$ cat src/rtl/pong_score_ctrl.sv
// Pong game sequencer: serve delay, point scoring, win detection.
// Drives enable/reset pulses into the two external score counters.
module pong_score_ctrl #(
  parameter int WIN_SCORE   = 11,
  parameter int SERVE_DELAY = 60
) (
  input  logic       Clk,
  input  logic       Rst,
  input  logic       FrameTick,
  input  logic       Start,
  input  logic       PointL,
  input  logic       PointR,
  input  logic [7:0] ScoreL,
  input  logic [7:0] ScoreR,
  output logic       EnL,
  output logic       EnR,
  output logic       CntRst,
  output logic       BallRun,
  output logic       ServeDir,
  output logic       GameOver,
  output logic       Winner,
  output logic [2:0] State
);

  typedef enum logic [2:0] {
    IDLE  = 3'd0,
    SERVE = 3'd1,
    PLAY  = 3'd2,
    SCORE = 3'd3,
    CHECK = 3'd4,
    OVER  = 3'd5
  } state_t;

  localparam logic [7:0] WIN = 8'(WIN_SCORE);
  localparam logic [7:0] DLY = 8'(SERVE_DELAY);

  state_t     state_q, state_d;
  logic [7:0] delay_q, delay_d;
  logic       pend_q, pend_d;
  logic       start_q;
  logic       start_rise;
  logic       dir_d, win_d, crst_d;

  assign start_rise = Start & ~start_q;
  assign State      = state_q;

  // next-state, delay counter and held-output selection
  always_comb begin
    state_d = state_q;
    delay_d = delay_q;
    pend_d  = pend_q;
    dir_d   = ServeDir;
    win_d   = Winner;
    crst_d  = 1'b0;
    unique case (state_q)
      IDLE: begin
        if (start_rise) begin
          state_d = SERVE;
          crst_d  = 1'b1;
          delay_d = DLY;
          dir_d   = 1'b1;
        end
      end
      SERVE: begin
        if (FrameTick) begin
          if (delay_q <= 8'd1) state_d = PLAY;
          else delay_d = delay_q - 8'd1;
        end
      end
      PLAY: begin
        if (PointL) begin
          state_d = SCORE;
          pend_d  = 1'b0;
        end else if (PointR) begin
          state_d = SCORE;
          pend_d  = 1'b1;
        end
      end
      SCORE: state_d = CHECK;
      CHECK: begin
        if (ScoreL >= WIN) begin
          state_d = OVER;
          win_d   = 1'b0;
        end else if (ScoreR >= WIN) begin
          state_d = OVER;
          win_d   = 1'b1;
        end else begin
          state_d = SERVE;
          delay_d = DLY;
          dir_d   = ~pend_q;
        end
      end
      OVER: begin
        if (start_rise) begin
          state_d = SERVE;
          crst_d  = 1'b1;
          delay_d = DLY;
          dir_d   = 1'b1;
        end
      end
      default: state_d = IDLE;
    endcase
  end

  // state and registered (Moore) outputs
  always_ff @(posedge Clk or negedge Rst) begin
    if (!Rst) begin
      state_q  <= IDLE;
      delay_q  <= 8'd0;
      pend_q   <= 1'b0;
      start_q  <= 1'b0;
      EnL      <= 1'b0;
      EnR      <= 1'b0;
      CntRst   <= 1'b0;
      BallRun  <= 1'b0;
      ServeDir <= 1'b0;
      GameOver <= 1'b0;
      Winner   <= 1'b0;
    end else begin
      state_q  <= state_d;
      delay_q  <= delay_d;
      pend_q   <= pend_d;
      start_q  <= Start;
      EnL      <= (state_d == SCORE) & ~pend_d;
      EnR      <= (state_d == SCORE) & pend_d;
      CntRst   <= crst_d;
      BallRun  <= (state_d == PLAY);
      ServeDir <= dir_d;
      GameOver <= (state_d == OVER);
      Winner   <= win_d;
    end
  end

endmodule

$ cat config.mk
export PLATFORM = sky130hd
export DESIGN_NAME = pong_score_ctrl
export DESIGN_NICKNAME = d
export VERILOG_FILES = /design/src/rtl/pong_score_ctrl.sv
export SDC_FILE = /design/constraint.sdc
export NUM_CORES = 1
export LEC_CHECK = 0
export CAP_MARGIN = 30
export CORE_ASPECT_RATIO = 1.4
export CORE_MARGIN = 2
export CORE_UTILIZATION = 35
export CTS_CLUSTER_DIAMETER = 100
export DETAILED_ROUTE_END_ITERATION = 10
export PLACE_DENSITY = 0.69
export SKIP_LAST_GASP = 1
export SYNTH_ARGS = -nofsm -noshare
export SYNTH_HDL_FRONTEND = slang
export SYNTH_SLANG_ARGS = --single-unit
$ cat constraint.sdc
create_clock -name Clk -period 2.3 [get_ports Clk]
set_clock_uncertainty 0.1 [all_clocks]
set_input_delay 0.23 -clock Clk [delete_from_list [all_inputs] [get_ports Clk]]
set_output_delay 0.23 -clock Clk [all_outputs]
set_load 0.005 [all_outputs]
==> results of run 1 <==
## timing repair
action	4_1_cts	5_1_grt
endpoints found under the hold margin	0	0
gates resized for setup	0	1
hold buffers	0	0
setup endpoints to repair	0	1
## state kept, by name, indices dropped and copies added, names as in the netlist
| signal | count |
|---|---|
| start_q | 1 |
| GameOver | 1 |
| CntRst | 1 |
| ServeDir | 1 |
| Winner | 1 |
| EnR | 1 |
| State | 3 |
| BallRun | 1 |
| EnL | 1 |
| pend_q | 1 |
| delay_q | 8 |
## cell type report
| type | count | area (sq um) |
|---|---|---|
| Timing Repair Buffer | 35 | 340 |
| Inverter | 4 | 15.0 |
| Multi-Input combinational cell | 85 | 522 |
| Sequential cell | 20 | 500 |
| Fill cell | 260 | 1370 |
| Clock buffer | 4 | 55.1 |
| Tap cell | 37 | 46.3 |
## worst paths after layout
path,end,depth (start not counted),from
min in group Clk,start_q$_DFF_PN0_,1,Start
worst min register to register,ServeDir$_DFFE_PN0P_,1,pend_q$_DFF_PN0_
worst max register to register,delay_q[7]$_DFFE_PN0P_,7,delay_q[0]$_DFFE_PN0P_
worst min-delay path,delay_q[6]$_DFFE_PN0P_,2,Rst
worst max-delay path,delay_q[7]$_DFFE_PN0P_,7,delay_q[0]$_DFFE_PN0P_
max in group asynchronous,delay_q[3]$_DFFE_PN0P_,2,Rst
## stage by stage
stage	hold slack (ns)	instances
after floorplan	-0.166	111
after global placement	0.368	181
after detailed placement	0.366	181
after CTS	0.219	185
after global routing	0.224	185
final	0.209	185
## cells by family (layout without fill, tap and decap cells)
| logic type | after synthesis | count (layout) | synth area share |
|---|---|---|---|
| flops | 20 | 20 | 0.477 |
| buf+inv | 6 | 43 | 0.0286 |
| mux | 1 | 1 | 0.00954 |
| compound gates | 34 | 34 | 0.200 |
| simple gates | 48 | 48 | 0.261 |
| fa+ha+maj | 2 | 2 | 0.0238 |
## routing by layer
metal / up-vias / share of wire / GRT usage
li1: 486 / - / -
met1: 484 / 0.40 / 0.201
met2: 22 / 0.55 / 0.291
met3: 2 / 0.048 / 0.0302
met4: 0 / 0.012 / 0.0694
met5: - / 0 / 0
## layout by cell type, fill, tap and decap left out, types with 2 or more instances in the layout
cell type and instances:
sky130_fd_sc_hd__clkdlybuf4s50_1 31, sky130_fd_sc_hd__dfrtp_1 20, sky130_fd_sc_hd__a21oi_1 9, sky130_fd_sc_hd__nand2_1 9, sky130_fd_sc_hd__nor2_1 9, sky130_fd_sc_hd__nor4_1 6
sky130_fd_sc_hd__o21ai_1 6, sky130_fd_sc_hd__nor2b_1 6, sky130_fd_sc_hd__inv_1 4, sky130_fd_sc_hd__o21ai_0 4, sky130_fd_sc_hd__a31oi_1 4, sky130_fd_sc_hd__nor3_1 4
sky130_fd_sc_hd__clkbuf_8 4, sky130_fd_sc_hd__buf_4 4, sky130_fd_sc_hd__nand2b_1 3, sky130_fd_sc_hd__o31ai_1 3, sky130_fd_sc_hd__or4_4 2, sky130_fd_sc_hd__and3_1 2
sky130_fd_sc_hd__ha_1 2
## power by group through the flow
| stage | logic [mW] | clock network [mW] | registers (mW) |
|---|---|---|---|
| 3_3_place_gp | 0.213 | 0 | 0.444 |
| 4_1_cts | 0.224 | 0.269 | 0.438 |
| 6_report | 0.229 | 0.263 | 0.442 |
| 5_1_grt | 0.261 | 0.285 | 0.447 |
| 3_5_place_dp | 0.224 | 0 | 0.445 |
| 2_1_floorplan | 0.144 | 0 | 0.433 |
==> results_dict.tcl, run 1 <==
set metrics [dict create \
    remaining_drc_errors 0 \
    grtUsageTotal 0.166 \
    layout-area-overhead-vs-synth_pct 40.9 \
    detail_route.vias_per_cell 5.37 \
    clk_pin_slew_ns 0.07 \
    cp-end-kind "register" \
    synth_top_cells_by_area "sky130_fd_sc_hd__dfrtp_1 (48%), sky130_fd_sc_hd__a21oi_1 (4.3%), sky130_fd_sc_hd__nor2_1 (3.6%), sky130_fd_sc_hd__nor2b_1 (3.6%), sky130_fd_sc_hd__nor4_1 (3.6%)" \
    final_net_count 173 \
    critical_path_arrival_ns 2.17 \
    yosysTopAreaCell "sky130_fd_sc_hd__dfrtp_1" \
    detailroute.via_count 994 \
    final_critical_path_setup_slack_ns 0.169 \
    clock_tree.htree_level_count 1 \
    yosys_warnings 0 \
    crit_path_top_delay_cell "sky130_fd_sc_hd__or4_4" \
    post-cts-setup-buffer-count 0 \
    p_comb_frac 0.246 \
    timing.critical_path.max_delay_family "simple AND/OR/NAND/NOR gates" \
    drive_gt1_frac 0.0946 \
    synth_most_common_cell "sky130_fd_sc_hd__dfrtp_1" \
    finish.instance_area_sq_mm 0.00148 \
    placement.io_buffers 31 \
    critical_path.cell_chain "inv_1 > ha_1 > nor2_2 > nor3_1 > or4_4 > and3_1 > a211o_1" \
    timing.critical_path.required_ns 2.34 \
    ios 32 \
    slew_at_the_pin_closest_to_its_max_slew_limit_ns 0.552 \
    intPower_mw 0.650 \
    drv_slew 0 \
    fmax_ghz 0.469 \
    seq_power_share 0.473 \
    max_stage_delay_ns 0.53 \
    cts.root.buffer_cell "sky130_fd_sc_hd__clkbuf_8" \
    timing.reg2reg.setup_slack_ns 0.17 \
    utilization 0.519 \
    wirelength_um 2610 \
    die_outline_height_um 68.8 \
    grt_start_max_net_pins 21 \
    drt_first_pass_iters 4 \
    drt-wirelength-per-cell_um 14.1 \
    total_number_of_placement_rows 23 \
    vias_in_the_first_global_route 982 \
    total_leakage_power_nw 0.615 \
    grt_setup_unrepaired "false" \
    seq_total_area_yosys 0.477 \
    max_slew_margin 0.631 \
    number_of_antenna_violations_at_the_first_check_in_global_routing 0 \
    globalRouteOverflowTotal 0 \
    synth-seq-cells 20 \
    synth.net_count 135 \
    yosys_most_used_dff "sky130_fd_sc_hd__dfrtp_1" \
    die_x_um 50.3 \
    timing.critical_path.buf_inv 1 \
    routabilityCongestion 0.898 \
    crit_type "register to register" \
    switching_part_of_the_total_power 0.304 \
    setup-tns-final_ns 0 \
    p_clk_frac 0.281 \
    final-hold-violation-count 0 \
    synth-async-reset-ratio 1.00 \
    critical_path.max_fanout 4 \
    hold_class "input pin to async pin" \
    run_status "finished clean" \
    post-layout-total-power_mw 0.934 \
    start_util 0.368 \
    synth_area_sq_mm 0.00105 \
    layout_min_cycle_time_ns 2.13 \
    grt_first_pass_wirelength_um 4360 \
    list_of_most_frequent_post_synthesis_cells "sky130_fd_sc_hd__dfrtp_1 (20), sky130_fd_sc_hd__nor2_1 (10), sky130_fd_sc_hd__a21oi_1 (9), sky130_fd_sc_hd__nand2_1 (9)" \
    dpl-instance-area_sq_mm 0.00142 \
    drtIter0Drc 14 \
    cts.path.max_buffers 2 \
    drv_cap 0 \
    synth_enable_flop_cells 0 \
    power.ir.vdd_worst_uv 412 \
    antenna_cells 0 \
    yosysUniqueCellTypes 33 \
    report.final.setup_viol 0 \
    period_utilisation_layout 0.927 \
    post-dp-hpwl_um 1990 \
    power_switching_mw 0.284 \
    placement.setup.worst_slack_ns 0.110 \
    floorplan_core_area_sq_mm 0.00285 \
    drt.antenna.violating_nets 0 \
    yosysTopAreaCellShare 0.477 \
    cts-buffers-inserted 3 \
    worst_setup_path_start_kind "register" \
    power_density_mw_per_mm2 631 \
    clock_sink_count 20 \
    netlist_instances 111 \
    cts_tree "done" \
    dieArea_sq_mm 0.00346 \
    avgSynthCellArea_sq_um 9.46 \
    clk_latency_ns 0.25 \
]
Note: power is estimated with default switching activity, not from simulation.
==> inputs of run 2 (changes only) <==
--- a/config.mk
+++ b/config.mk
@@ -12,6 +12,7 @@
 export CTS_CLUSTER_DIAMETER = 100
 export DETAILED_ROUTE_END_ITERATION = 10
 export PLACE_DENSITY = 0.69
+export RECOVER_POWER = 25
 export SKIP_LAST_GASP = 1
 export SYNTH_ARGS = -nofsm -noshare
 export SYNTH_HDL_FRONTEND = slang
==> constraint.sdc (replaced) <==
create_clock -name Clk -period 2.3 [get_ports Clk]
set_clock_uncertainty 0.1 [all_clocks]
set_input_delay 0.345 -clock Clk [delete_from_list [all_inputs] [get_ports Clk]]
set_output_delay 0.345 -clock Clk [all_outputs]
set_load 0.005 [all_outputs]
==> results_dict.tcl, run 2 (synthesis gave the netlist of run 1 again) <==
set metrics [dict create \
    largest_register_ff_count 8 \
    dieArea_sq_mm 0.00346 \
    grt_setup_unrepaired "false" \
    total_number_of_placement_rows 23 \
    power_density_mw_per_mm2 610 \
    layout.cells.most_common "sky130_fd_sc_hd__clkdlybuf4s50_1" \
    wirelength_um 2600 \
    clock_sink_count 20 \
    detail_route.vias_per_cell 5.52 \
    grt_start_max_net_pins 21 \
    hold_ws_ns 0.365 \
    clock_tree.htree_level_count 1 \
    post-layout-total-power_mw 0.891 \
    max_stage_delay_ns 0.53 \
    p_clk_frac 0.252 \
    drv_cap 0 \
    routabilityCongestion 0.884 \
    ios 32 \
    period_utilisation_layout 0.923 \
    utilization 0.513 \
    hold_class "register to register" \
    power.ir.vdd_worst_uv 344 \
    layout-area-overhead-vs-synth_pct 39.2 \
    drt_first_pass_iters 4 \
    post-dp-hpwl_um 2020 \
    worst_setup_path_start_kind "register" \
    setup-tns-final_ns 0 \
    power_switching_mw 0.278 \
    number_of_antenna_violations_at_the_first_check_in_global_routing 0 \
    final-hold-violation-count 0 \
    total_leakage_power_nw 0.604 \
    critical_path.cell_chain "inv_1 > ha_1 > nor2_2 > nor3_1 > or4_4 > and3_1 > a211o_1" \
    clk_latency_ns 0.25 \
    placement.io_buffers 31 \
    layout_min_cycle_time_ns 2.12 \
    start_util 0.368 \
    vias_in_the_first_global_route 1001 \
    critical_path.max_fanout 4 \
    registers.top_by_ff_count "delay_q" \
    max_slew_margin 0.268 \
    globalRouteOverflowTotal 0 \
    cp-end-kind "register" \
    run_status "finished clean" \
    remaining_drc_errors 0 \
    fmax_ghz 0.471 \
    timing.hold.worst_path_depth 1 \
    grt_first_pass_wirelength_um 4440 \
    clk_pin_slew_ns 0.07 \
    detailroute.via_count 1015 \
    intPower_mw 0.613 \
    floorplan_core_area_sq_mm 0.00285 \
    p_comb_frac 0.258 \
    die_outline_height_um 68.8 \
    cts_tree "done" \
    antenna_cells 0 \
    drt.antenna.violating_nets 0 \
    crit_type "register to register" \
    crit_path_top_delay_cell "sky130_fd_sc_hd__or4_4" \
    report.final.setup_viol 0 \
    die_x_um 50.3 \
    switching_part_of_the_total_power 0.312 \
    drtIter0Drc 8 \
    mostFrequentLayoutCells "sky130_fd_sc_hd__clkdlybuf4s50_1 (29), sky130_fd_sc_hd__dfrtp_1 (20), sky130_fd_sc_hd__a21oi_1 (9), sky130_fd_sc_hd__nand2_1 (9), sky130_fd_sc_hd__nor2_1 (9)" \
    drv_slew 0 \
    worstRegToRegCells 7 \
    seq_power_share 0.490 \
    grtUsageTotal 0.168 \
    drt-wirelength-per-cell_um 14.1 \
    cts-buffers-inserted 3 \
    final_net_count 173 \
    holdBufCountCts 0 \
    drive_gt1_frac 0.0816 \
    critical_path_arrival_ns 2.17 \
    slew_at_the_pin_closest_to_its_max_slew_limit_ns 1.10 \
    cts.path.max_buffers 2 \
    timing.critical_path.required_ns 2.34 \
    cts.root.buffer_cell "sky130_fd_sc_hd__clkbuf_8" \
]
==> run 2: power by group through the flow <==
stage	clock [mW]	combinational [mW]	sequential, mW
3_3_place_gp	0	0.219	0.443
2_1_floorplan	0	0.144	0.433
6_report	0.225	0.230	0.437
5_1_grt	0.243	0.266	0.447
4_1_cts	0.228	0.226	0.437
3_5_place_dp	0	0.225	0.444
==> run 2: worst paths after layout <==
check / slack, ns / to / start
worst max-delay path: 0.18 / delay_q[7]$_DFFE_PN0P_ / delay_q[0]$_DFFE_PN0P_
worst min-delay path: 0.37 / ServeDir$_DFFE_PN0P_ / pend_q$_DFF_PN0_
worst max register to register: 0.18 / delay_q[7]$_DFFE_PN0P_ / delay_q[0]$_DFFE_PN0P_
worst min register to register: 0.37 / ServeDir$_DFFE_PN0P_ / pend_q$_DFF_PN0_
max in group asynchronous: 0.73 / Winner$_DFFE_PN0P_ / Rst
min in group asynchronous: 0.71 / delay_q[7]$_DFFE_PN0P_ / Rst
==> run 2: through the flow <==
step | setup slack (ns) | instances | cell area [sq um]
floorplan | 0.250 | 111 | 1050
global placement | 0.0912 | 181 | 1420
detailed placement | 0.0645 | 181 | 1420
CTS | 0.110 | 184 | 1460
global route | 0.0864 | 184 | 1460
finish | 0.176 | 184 | 1460
==> run 2: layout make-up <==
cell class,count,area (sq um)
multi-input combinational,85,522
inverter,4,15.0
fill,264,1390
sequential,20,500
tap,37,46.3
timing repair buffer,35,337
clock buffer,3,41.3
==> run 2: what timing repair did <==
item	CTS	global route
endpoints found under the setup margin	0	1
resized for setup	0	1
buffers inserted	0	0
==> run 2: critical path: cells and delay by family (launching register included) <==
family          cells  cell delay, ns
fa+ha+maj           1            0.24
simple gates        4            1.00
buf+inv             1            0.08
compound gates      1            0.22
flops               1            0.37
==> run 2: metal layers <==
metal / share of wire / GRT usage / wire, um / vias up
li1: - / - / - / 484
met1: 0.41 / 0.192 / 1060 / 502
met2: 0.55 / 0.317 / 1420 / 25
met3: 0.036 / 0.0237 / 94 / 4
met4: 0.0096 / 0.0625 / 25 / 0
met5: 0 / 0 / 0 / -
